==> src/rtl/am29xx_pkg.sv <==
// Shared codes for the Am2901-style ALU slice and the Am2909/2911-style sequencer slice.
package am29xx_pkg;

    typedef enum logic [2:0] {AQ, AB, ZQ, ZB, ZA, DA, DQ, DZ} alu_src_e;
    typedef enum logic [2:0] {ADD, SUBR, SUBS, OR, AND, NOTRS, EXOR, EXNOR} alu_fn_e;
    typedef enum logic [2:0] {QREG, NOP, RAMA, RAMF, RAMQD, RAMD, RAMQU, RAMU} alu_dest_e;
    typedef enum logic [1:0] {PC, AR, STK, D} seq_src_e;

    localparam int RAM_WORDS   = 16;
    localparam int STACK_WORDS = 4;

    function automatic logic is_arith(input alu_fn_e fn);
        return (fn == ADD) || (fn == SUBR) || (fn == SUBS);
    endfunction

endpackage

==> src/rtl/am2901_alu.sv <==
// 4-bit ALU/register slice: 16x4 dual-read RAM, Q register, source/function/destination decode.
module am2901_alu
    import am29xx_pkg::*;
(
    input  logic       clock,
    input  logic       reset,
    input  logic [3:0] alu_d,
    input  logic [3:0] alu_a,
    input  logic [3:0] alu_b,
    input  logic [2:0] alu_src,
    input  logic [2:0] alu_op,
    input  logic [2:0] alu_dest,
    input  logic       alu_cin,
    input  logic       ram0_in,
    input  logic       ram3_in,
    input  logic       q0_in,
    input  logic       q3_in,
    output logic [3:0] alu_y,
    output logic       alu_cout,
    output logic       alu_zero,
    output logic       alu_f3,
    output logic       alu_ovr,
    output logic       ram0_out,
    output logic       ram3_out,
    output logic       q0_out,
    output logic       q3_out
);

    logic [3:0] ram_reg [RAM_WORDS];
    logic [3:0] q_reg;
    logic [3:0] a_data, b_data;
    logic [3:0] r, s, f;
    logic [3:0] op_x, op_y;
    logic [4:0] sum;
    logic [3:0] sum_lo;
    logic [3:0] ram_next, q_next;
    logic       ram_we, q_we;
    alu_fn_e    fn;
    alu_dest_e  dest;

    assign fn     = alu_fn_e'(alu_op);
    assign dest   = alu_dest_e'(alu_dest);
    assign a_data = ram_reg[alu_a];
    assign b_data = ram_reg[alu_b];

    always_comb begin
        r = 4'h0;
        s = 4'h0;
        case (alu_src_e'(alu_src))
            AQ: begin r = a_data; s = q_reg;  end
            AB: begin r = a_data; s = b_data; end
            ZQ: s = q_reg;
            ZB: s = b_data;
            ZA: s = a_data;
            DA: begin r = alu_d;  s = a_data; end
            DQ: begin r = alu_d;  s = q_reg;  end
            DZ: r = alu_d;
        endcase
    end

    // Subtractions are formed as X + ~Y + cin; sum_lo exposes the carry into bit 3.
    always_comb begin
        op_x = r;
        op_y = s;
        case (fn)
            SUBR:    begin op_x = s; op_y = ~r; end
            SUBS:    begin op_x = r; op_y = ~s; end
            default: begin op_x = r; op_y = s;  end
        endcase
        sum    = {1'b0, op_x} + {1'b0, op_y} + {4'b0, alu_cin};
        sum_lo = {1'b0, op_x[2:0]} + {1'b0, op_y[2:0]} + {3'b0, alu_cin};
    end

    always_comb begin
        f = sum[3:0];
        case (fn)
            OR:      f = r | s;
            AND:     f = r & s;
            NOTRS:   f = ~r & s;
            EXOR:    f = r ^ s;
            EXNOR:   f = ~(r ^ s);
            default: f = sum[3:0];
        endcase
    end

    assign alu_cout = is_arith(fn) ? sum[4] : 1'b0;
    assign alu_ovr  = is_arith(fn) ? (sum_lo[3] ^ sum[4]) : 1'b0;
    assign alu_zero = (f == 4'h0);
    assign alu_f3   = f[3];
    assign alu_y    = (dest == RAMA) ? a_data : f;
    assign ram0_out = f[0];
    assign ram3_out = f[3];
    assign q0_out   = q_reg[0];
    assign q3_out   = q_reg[3];

    always_comb begin
        ram_we   = 1'b1;
        ram_next = f;
        q_we     = 1'b0;
        q_next   = q_reg;
        case (dest)
            QREG:  begin ram_we = 1'b0; q_we = 1'b1; q_next = f; end
            NOP:   ram_we = 1'b0;
            RAMQD: begin ram_next = {ram3_in, f[3:1]}; q_we = 1'b1; q_next = {q3_in, q_reg[3:1]}; end
            RAMD:  ram_next = {ram3_in, f[3:1]};
            RAMQU: begin ram_next = {f[2:0], ram0_in}; q_we = 1'b1; q_next = {q_reg[2:0], q0_in}; end
            RAMU:  ram_next = {f[2:0], ram0_in};
            default: ram_next = f;
        endcase
    end

    // Every word clears on reset, so the RAM is built from per-word registers.
    generate
        for (genvar gi = 0; gi < RAM_WORDS; gi++) begin : g_ram
            always_ff @(posedge clock or negedge reset) begin
                if (!reset)
                    ram_reg[gi] <= 4'h0;
                else if (ram_we && (alu_b == 4'(gi)))
                    ram_reg[gi] <= ram_next;
            end
        end
    endgenerate

    always_ff @(posedge clock or negedge reset) begin
        if (!reset)
            q_reg <= 4'h0;
        else if (q_we)
            q_reg <= q_next;
    end

endmodule

==> src/rtl/am2909_seq.sv <==
// 4-bit microprogram sequencer slice: uPC incrementer, address register, 4-deep wrapping stack.
module am2909_seq
    import am29xx_pkg::*;
#(
    parameter bit OR_INPUT = 1'b1
) (
    input  logic       clock,
    input  logic       reset,
    input  logic [3:0] seq_d,
    input  logic [3:0] seq_r,
    input  logic [3:0] seq_or,
    input  logic [1:0] seq_s,
    input  logic       seq_zero_n,
    input  logic       seq_cin,
    input  logic       seq_re_n,
    input  logic       seq_fe_n,
    input  logic       seq_pup,
    output logic [3:0] seq_y,
    output logic       seq_cout
);

    logic [3:0] upc_reg, ar_reg;
    logic [1:0] sp_reg, sp_next, push_idx;
    logic [3:0] stack_reg [STACK_WORDS];
    logic [3:0] or_term, ar_src, mux;
    logic       push, pop;

    // The 2911 flavour has no separate R or OR pins.
    assign or_term = OR_INPUT ? seq_or : 4'h0;
    assign ar_src  = OR_INPUT ? seq_r  : seq_d;

    always_comb begin
        mux = upc_reg;
        case (seq_src_e'(seq_s))
            PC:  mux = upc_reg;
            AR:  mux = ar_reg;
            STK: mux = stack_reg[sp_reg];
            D:   mux = seq_d;
        endcase
    end

    assign seq_y    = seq_zero_n ? (mux | or_term) : 4'h0;
    assign seq_cout = seq_cin & (seq_y == 4'hF);

    assign push     = !seq_fe_n && seq_pup;
    assign pop      = !seq_fe_n && !seq_pup;
    assign push_idx = sp_reg + 2'd1;

    always_comb begin
        sp_next = sp_reg;
        if (push)
            sp_next = push_idx;
        else if (pop)
            sp_next = sp_reg - 2'd1;
    end

    always_ff @(posedge clock or negedge reset) begin
        if (!reset) begin
            upc_reg <= 4'h0;
            ar_reg  <= 4'h0;
            sp_reg  <= 2'd0;
        end else begin
            upc_reg <= seq_y + {3'b0, seq_cin};
            sp_reg  <= sp_next;
            if (!seq_re_n)
                ar_reg <= ar_src;
        end
    end

    generate
        for (genvar gi = 0; gi < STACK_WORDS; gi++) begin : g_stack
            always_ff @(posedge clock or negedge reset) begin
                if (!reset)
                    stack_reg[gi] <= 4'h0;
                else if (push && (push_idx == 2'(gi)))
                    stack_reg[gi] <= upc_reg;
            end
        end
    endgenerate

endmodule

==> src/rtl/am29xx_slice.sv <==
// One microengine slice: ALU/register slice and sequencer slice sharing clock and reset.
module am29xx_slice
    import am29xx_pkg::*;
#(
    parameter bit OR_INPUT = 1'b1
) (
    input  logic       clock,
    input  logic       reset,
    input  logic [3:0] alu_d,
    input  logic [3:0] alu_a,
    input  logic [3:0] alu_b,
    input  logic [2:0] alu_src,
    input  logic [2:0] alu_op,
    input  logic [2:0] alu_dest,
    input  logic       alu_cin,
    input  logic       ram0_in,
    input  logic       ram3_in,
    input  logic       q0_in,
    input  logic       q3_in,
    output logic [3:0] alu_y,
    output logic       alu_cout,
    output logic       alu_zero,
    output logic       alu_f3,
    output logic       alu_ovr,
    output logic       ram0_out,
    output logic       ram3_out,
    output logic       q0_out,
    output logic       q3_out,
    input  logic [3:0] seq_d,
    input  logic [3:0] seq_r,
    input  logic [3:0] seq_or,
    input  logic [1:0] seq_s,
    input  logic       seq_zero_n,
    input  logic       seq_cin,
    input  logic       seq_re_n,
    input  logic       seq_fe_n,
    input  logic       seq_pup,
    output logic [3:0] seq_y,
    output logic       seq_cout
);

    am2901_alu u_alu (
        .clock    (clock),
        .reset    (reset),
        .alu_d    (alu_d),
        .alu_a    (alu_a),
        .alu_b    (alu_b),
        .alu_src  (alu_src),
        .alu_op   (alu_op),
        .alu_dest (alu_dest),
        .alu_cin  (alu_cin),
        .ram0_in  (ram0_in),
        .ram3_in  (ram3_in),
        .q0_in    (q0_in),
        .q3_in    (q3_in),
        .alu_y    (alu_y),
        .alu_cout (alu_cout),
        .alu_zero (alu_zero),
        .alu_f3   (alu_f3),
        .alu_ovr  (alu_ovr),
        .ram0_out (ram0_out),
        .ram3_out (ram3_out),
        .q0_out   (q0_out),
        .q3_out   (q3_out)
    );

    am2909_seq #(.OR_INPUT(OR_INPUT)) u_seq (
        .clock      (clock),
        .reset      (reset),
        .seq_d      (seq_d),
        .seq_r      (seq_r),
        .seq_or     (seq_or),
        .seq_s      (seq_s),
        .seq_zero_n (seq_zero_n),
        .seq_cin    (seq_cin),
        .seq_re_n   (seq_re_n),
        .seq_fe_n   (seq_fe_n),
        .seq_pup    (seq_pup),
        .seq_y      (seq_y),
        .seq_cout   (seq_cout)
    );

endmodule

==> config.mk <==
export PLATFORM = sky130hd
export DESIGN_NAME = am29xx_slice
export DESIGN_NICKNAME = d
export VERILOG_FILES = /design/src/rtl/am29xx_pkg.sv /design/src/rtl/am2901_alu.sv /design/src/rtl/am2909_seq.sv /design/src/rtl/am29xx_slice.sv
export SDC_FILE = /design/constraint.sdc
export NUM_CORES = 1
export LEC_CHECK = 0
export ABC_AREA = 1
export CORE_MARGIN = 5
export CORE_UTILIZATION = 53
export DETAILED_ROUTE_END_ITERATION = 12
export PLACE_DENSITY = 0.78
export SYNTH_ARGS = -nofsm -noshare
export SYNTH_HDL_FRONTEND = slang
export SYNTH_SLANG_ARGS = --single-unit
==> constraint.sdc <==
create_clock -name clock -period 3.5 [get_ports clock]
set_input_delay 0.35 -clock clock [delete_from_list [all_inputs] [get_ports clock]]
set_output_delay 0.35 -clock clock [all_outputs]
set_load 0.005 [all_outputs]
==> results.toml, run 1 <==
[clock_tree]
clk_latency_ns = 0.36
cts.clk_slew.worst_paths_ns = 0.07
cts_tree = "yes"
numCtsBuffers = 9
numClockSinks = 94
root_buffer = "clkbuf_16"
cts_buffer_depth = 2
h-tree-depth = 3
cts_hold_buf = 0

[logic_synthesis]
synth.largest_area_cell = "dfrtp_1"
ys_seq_area_frac = 0.355
avgSynthCellArea_um2 = 6.43
ys_warn_count = 0
synth_top_area_share = 0.355
ys_ff_latch = 94
synth_area_leaders = "dfrtp_1, nand2_1, inv_1"
synthCells = 1029
syn-num-nets = 1091
ys_types = 39
synth_area_um2 = 6620

[sta]
max_freq_ghz = 0.270
setup_violations = 8
layout_setup_ws_ns = -0.205
maxSlewHeadroom = 0.488
hold_viol_final = 0
timing.final.crit_share = 1.06
min_period_ns = 3.70
final.setup_skew_ns = 0.00742
maxSlewViolCount = 0
rsz0062_at_grt = "yes"
tightest_slew_ns = 0.762

[final_layout]
synthToLayoutAreaGrowth_pct = 35.9
nets = 1275
fin_cells = 1386
finish.utilization = 0.743
fillCellCount = 923
largest_register_ffs = 64
fin_area_um2 = 9000
n_antenna_cell = 0
drive_gt1_frac = 0.218

[floorplan]
rows = 40
io_pins = 64
die_y_um = 122
start_util = 0.547
core_area_um2 = 12100
die_x_um = 122
fp.dieArea_um2 = 14800

[run]
max_cap_violations = 0

[worst_setup_path]
crit_fanout = 9
end_kind = "output pin"
cp_top_family = "simple AND/OR/NAND/NOR gates"
crit_chain = "dlygate4sd2_1 > inv_4 > buf_4 > nand3_1 > nand3_1 > nand3_1 > nand2_2 > nand2_1 > nand2_1 > inv_2 > nand2_1 > a31oi_2 > buf_4 > ha_1 > nand2_2 > nand2_2 > a31oi_4 > and2_4 > o21ai_2 > nand3_2 > buf_6 > nor2_2 > a31oi_1 > buf_2"
cp_data_arrival_time_ns = 3.35
critPathSlowestCell = "dlygate4sd2_1"
path_buf_inv = 7
slowest_delay_ns = 0.30
setup.worst_path.class = "in2out"
start_kind = "primary input"
worst_ep_required_time_ns = 3.15

[power]
cellInternalPower_mw = 2.79
pwr-share-comb = 0.401
finalPower_mw = 4.49
power.density_nw_per_um2 = 498
ir_drop_mv = 0.432
leakagePower_nw = 4.75
switching_power_mw = 1.70
swShare = 0.378
p_clk_frac = 0.229
sequentialPowerShare = 0.370

[routing]
firstDrtPassIters = 6
dr_total_vias = 7428
finalWirelength_um = 21300
viasPerCell = 5.36
ant_nets = 0
route.detailed.drc = 0
first_iter_violations = 846
post_drt_wl_per_cell_um = 15.4

[placed_design]
dp.cells = 1329
place_congestion = 0.941
numPortBuffers = 63
hpwl_um = 14100
place_area_um2 = 8080

[global_routing]
antenna_found_initial = 0
grt_pass1_wl_um = 32900
grt_overflow = 0
grt_pass1_vias = 6889
grt.total_usage = 0.278
grt_max_degree = 59

[status]
status = "finished with violations"
violations = "negative setup slack"

[min_path]
hp-class = "in2async"
==> worst register-to-register path, cell delays in order, from the launching register on <==
cell and delay (ns):
dfrtp_1 0.39, inv_1 0.11, o21ai_1 0.07, nand2_1 0.06, nand2_1 0.04, nand2_1 0.05
nand2_1 0.09, o21ai_2 0.24, nand3_4 0.14, inv_2 0.09, nand2_2 0.06, a31oi_4 0.20
ha_4 0.24, buf_6 0.12, a31oi_4 0.20, nor2_1 0.07, o21ai_2 0.14, nand3_2 0.11
buf_6 0.16, buf_4 0.13, buf_4 0.14, nand2_4 0.11, nand3_4 0.21, nand2_1 0.13
nand2_1 0.06
==> Yosys cell counts (all sizes together) <==
cell	number
nand2	472
inv	129
nand3	99
dfrtp	94
o21ai	74
nor2	58
buf	27
ha	13
a21oi	11
a31oi	8
nor3	7
a211oi	5
mux2	5
clkbuf	4
a22oi	3
nand4	3
xnor2	3
fa	2
o211ai	2
o22ai	2
xor2	2
a21boi	1
a311oi	1
and2	1
clkinv	1
mux2i	1
or2	1
==> power by group through the flow <==
stage                     registers [mW]  clock network [mW]  logic (mW)
after floorplan                     1.56                   0       0.986
after global placement              1.65                   0        1.50
after detailed placement            1.66                   0        1.53
after CTS                           1.65                1.04        1.63
after global routing                1.70                1.09        2.00
final                               1.66                1.02        1.80
==> through the flow <==
stage | hold WS (ns) | TNS, ns | worst slack [ns]
global placement | 0.449 | -28.51 | -0.838
floorplan | 0.0544 | 0 | 0.146
detailed placement | 0.450 | -31.24 | -0.925
CTS | 0.0731 | -0.237 | -0.0943
finish | 0.0496 | -0.581 | -0.205
global route | 0.121 | -4.96 | -0.337
==> routing by layer <==
| metal | part of all wire | wire, µm | up-vias | GRT usage |
|---|---|---|---|---|
| li1 | - | - | 3586 | - |
| met1 | 0.40 | 8630 | 3369 | 0.365 |
| met2 | 0.46 | 9850 | 382 | 0.450 |
| met3 | 0.089 | 1890 | 91 | 0.0539 |
| met4 | 0.045 | 957 | 0 | 0.119 |
| met5 | 0 | 0 | - | 0 |
==> kinds of logic after synthesis <==
| logic type | Yosys count | synth area share |
|---|---|---|
| AOI/OAI and AO/OA | 107 | 0.0898 |
| xor gates and xnor gates | 5 | 0.00661 |
| adders and majority gates | 15 | 0.0306 |
| buffers and inverters | 161 | 0.111 |
| DFF | 94 | 0.355 |
| muxes | 6 | 0.0100 |
| and+or+nand+nor | 641 | 0.396 |
==> layout by cell type, fill, tap and decap left out, drive strengths merged, types with 8 or more instances in the layout <==
cell,n
ha,13
a31oi,8
dfrtp,94
nand3,100
a21oi,11
dlygate4sd2,11
nor2,58
clkdlybuf4s50,44
clkbuf,14
nand2,472
inv,131
o21ai,74
buf,142
==> worst paths after layout <==
path / slack [ns] / cells after the start / end / start
worst min register to register: 0.48 / 2 / u_alu.ram_reg[31]$_DFFE_PN0P_ / u_alu.ram_reg[31]$_DFFE_PN0P_
max in group asynchronous: 2.70 / 2 / u_alu.ram_reg[14]$_DFFE_PN0P_ / reset
worst max-delay path: -0.20 / 24 / alu_y[3] / alu_a[1]
worst max register to register: 0 / 24 / u_alu.ram_reg[10]$_DFFE_PN0P_ / u_alu.ram_reg[30]$_DFFE_PN0P_
min in group clock: 0.48 / 2 / u_alu.ram_reg[31]$_DFFE_PN0P_ / u_alu.ram_reg[31]$_DFFE_PN0P_
worst min-delay path: 0.05 / 1 / u_seq.stack_reg[6]$_DFFE_PN0P_ / reset
==> layout make-up <==
cell class	count	area [µm²]	area share
repair buffers	203	1850	0.205
inverters	130	493	0.0548
multi-input cells	775	3790	0.421
flip-flops and latches	94	2350	0.261
clock inverters	5	66.3	0.00737
well taps	168	210	0.0234
clock buffers	11	243	0.0270
==> timing repair <==
action,CTS,global route
gates cloned,1,3
buffers inserted,19,18
resized for setup,72,64
pin swaps,22,28
setup endpoints to repair,42,42
Power figures use the tool's default switching activity.
==> inputs of run 2 (changes only) <==
--- a/config.mk
+++ b/config.mk
@@ -7,9 +7,9 @@
 export LEC_CHECK = 0
 export ABC_AREA = 1
 export CORE_MARGIN = 5
-export CORE_UTILIZATION = 53
+export CORE_UTILIZATION = 52
 export DETAILED_ROUTE_END_ITERATION = 12
-export PLACE_DENSITY = 0.78
+export PLACE_DENSITY = 0.76
 export SYNTH_ARGS = -nofsm -noshare
 export SYNTH_HDL_FRONTEND = slang
 export SYNTH_SLANG_ARGS = --single-unit
==> results.toml, run 2 (synthesized netlist as in run 1, its figures left out) <==
[status]
status = "finished with violations"
violations = "negative setup slack"

[min_path]
hp-class = "in2async"

[routing]
first_iter_violations = 849
firstDrtPassIters = 6
dr_total_vias = 7167
route.detailed.drc = 0
ant_nets = 0
post_drt_wl_per_cell_um = 14.7
finalWirelength_um = 20100
viasPerCell = 5.23

[final_layout]
final_common_cell = "nand2_1"
nets = 1255
largest_register_ffs = 64
synthToLayoutAreaGrowth_pct = 32.7
final_cell_mix = "nand2_1, inv_1, buf_4, dfrtp_1, nand3_1"
drive_gt1_frac = 0.187
fin_cells = 1371
fillCellCount = 1057

[power]
power.density_nw_per_um2 = 501
ir_drop_mv = 0.411
pwr-share-comb = 0.391
p_clk_frac = 0.233
switching_power_mw = 1.63
swShare = 0.371
leakagePower_nw = 4.63
cellInternalPower_mw = 2.77
sequentialPowerShare = 0.376
finalPower_mw = 4.40

[floorplan]
rows = 41
die_y_um = 123
start_util = 0.527
fp.dieArea_um2 = 15100
core_area_um2 = 12600
die_x_um = 123
io_pins = 64

[global_routing]
grt.total_usage = 0.268
antenna_found_initial = 1
grt_overflow = 0
grt_max_degree = 70
grt_pass1_wl_um = 31700
grt_pass1_vias = 6615

[clock_tree]
cts_tree = "yes"
h-tree-depth = 3
cts_buffer_depth = 2
root_buffer = "clkbuf_16"
clk_latency_ns = 0.36
numCtsBuffers = 9
cts.clk_slew.worst_paths_ns = 0.08
numClockSinks = 94

[sta]
min_period_ns = 3.64
max_freq_ghz = 0.274
whs_ns = 0.104
maxSlewViolCount = 0
maxSlewHeadroom = 0.433
tightest_slew_ns = 0.850
setup_tns_ns = -0.547
layout_setup_ws_ns = -0.145
timing.final.crit_share = 1.04
rsz0062_at_grt = "yes"
hold_viol_final = 0
setup_violations = 5
final.setup_skew_ns = 0.0170

[worst_setup_path]
start_kind = "flop"
setup.worst_path.class = "reg2out"
crit_fanout = 3
end_kind = "output pin"
worst_ep_required_time_ns = 3.15
cp_data_arrival_time_ns = 3.29

[placed_design]
place_congestion = 0.924
dp.cells = 1335
pre_cts_ws_ns = -0.935
hpwl_um = 14000
numPortBuffers = 63

[run]
max_cap_violations = 0
==> run 2: cell types whose count changed in the layout (fill, tap and decap cells not counted), sizes merged <==
cell / delta
clkbuf: +4
inv: -2
clkdlybuf4s50: +1
buf: -21
clkinvlp: +2
diode: +1
dlygate4sd2: -3
nand3: -1
==> run 2: critical path, stage by stage (launching register included) <==
cell	delay, ns
dfrtp_1	0.42
buf_4	0.15
nand2_1	0.05
o21ai_1	0.06
nand2_1	0.06
nand3_1	0.07
nand3_1	0.11
nand2_2	0.08
nand2_1	0.07
nand3_2	0.08
nor2_1	0.11
inv_1	0.04
a31oi_1	0.23
inv_1	0.11
fa_2	0.41
inv_1	0.06
nor2_1	0.04
o21ai_1	0.18
a21boi_4	0.23
mux2_2	0.19
clkdlybuf4s15_1	0.20
==> run 2: worst paths after layout <==
path                                                startpoint                              to  slack, ns  cells past startpoint
worst max-delay path             u_alu.ram_reg[49]$_DFFE_PN0P_                        alu_y[2]      -0.14                     20
worst min-delay path                                     reset    u_alu.ram_reg[2]$_DFFE_PN0P_       0.10                      1
worst max register to register    u_alu.ram_reg[2]$_DFFE_PN0P_   u_alu.ram_reg[14]$_DFFE_PN0P_       0.06                     26
worst min register to register  u_seq.stack_reg[8]$_DFFE_PN0P_  u_seq.stack_reg[8]$_DFFE_PN0P_       0.48                      2
max in group asynchronous                                reset     u_seq.ar_reg[0]$_DFFE_PN0N_       2.66                      2
min in group clock              u_seq.stack_reg[8]$_DFFE_PN0P_  u_seq.stack_reg[8]$_DFFE_PN0P_       0.48                      2
==> run 2: layout make-up <==
| class | count | area [µm²] | area share |
|---|---|---|---|
| inverters | 130 | 490 | 0.0558 |
| multi-input cells | 774 | 3720 | 0.423 |
| repair buffers | 184 | 1700 | 0.193 |
| well taps | 172 | 215 | 0.0245 |
| clock buffers | 11 | 253 | 0.0288 |
| diodes | 1 | 2.50 | 0.000285 |
| clock inverters | 5 | 57.6 | 0.00655 |
| flip-flops and latches | 94 | 2350 | 0.268 |
==> run 2: power groups by stage <==
stage	Clock (mW)	Sequential, mW	Combinational [mW]
global route	1.08	1.69	1.93
finish	1.02	1.65	1.72
CTS	1.04	1.65	1.59
detailed placement	0	1.66	1.54
floorplan	0	1.56	0.986
global placement	0	1.66	1.51
==> run 2: timing repair <==
action,CTS,global route
buffers inserted,6,9
cloned,1,3
resized for setup,61,47
endpoints found under the setup margin,42,42
pin swaps,9,27
hold buffers,0,0
==> run 2: routing by layer <==
metal / wire length, µm / vias up / global-route usage
li1: - / 3539 / -
met1: 8630 / 3265 / 0.363
met2: 9140 / 291 / 0.416
met3: 1620 / 70 / 0.0558
met4: 700 / 2 / 0.113
met5: 13 / - / 0
==> run 2: through the flow <==
step	utilization	instance area, µm²
CTS	0.678	8520
floorplan	-	6620
detailed placement	0.644	8090
global placement	0.644	8090
global route	0.699	8780
finish	0.699	8790
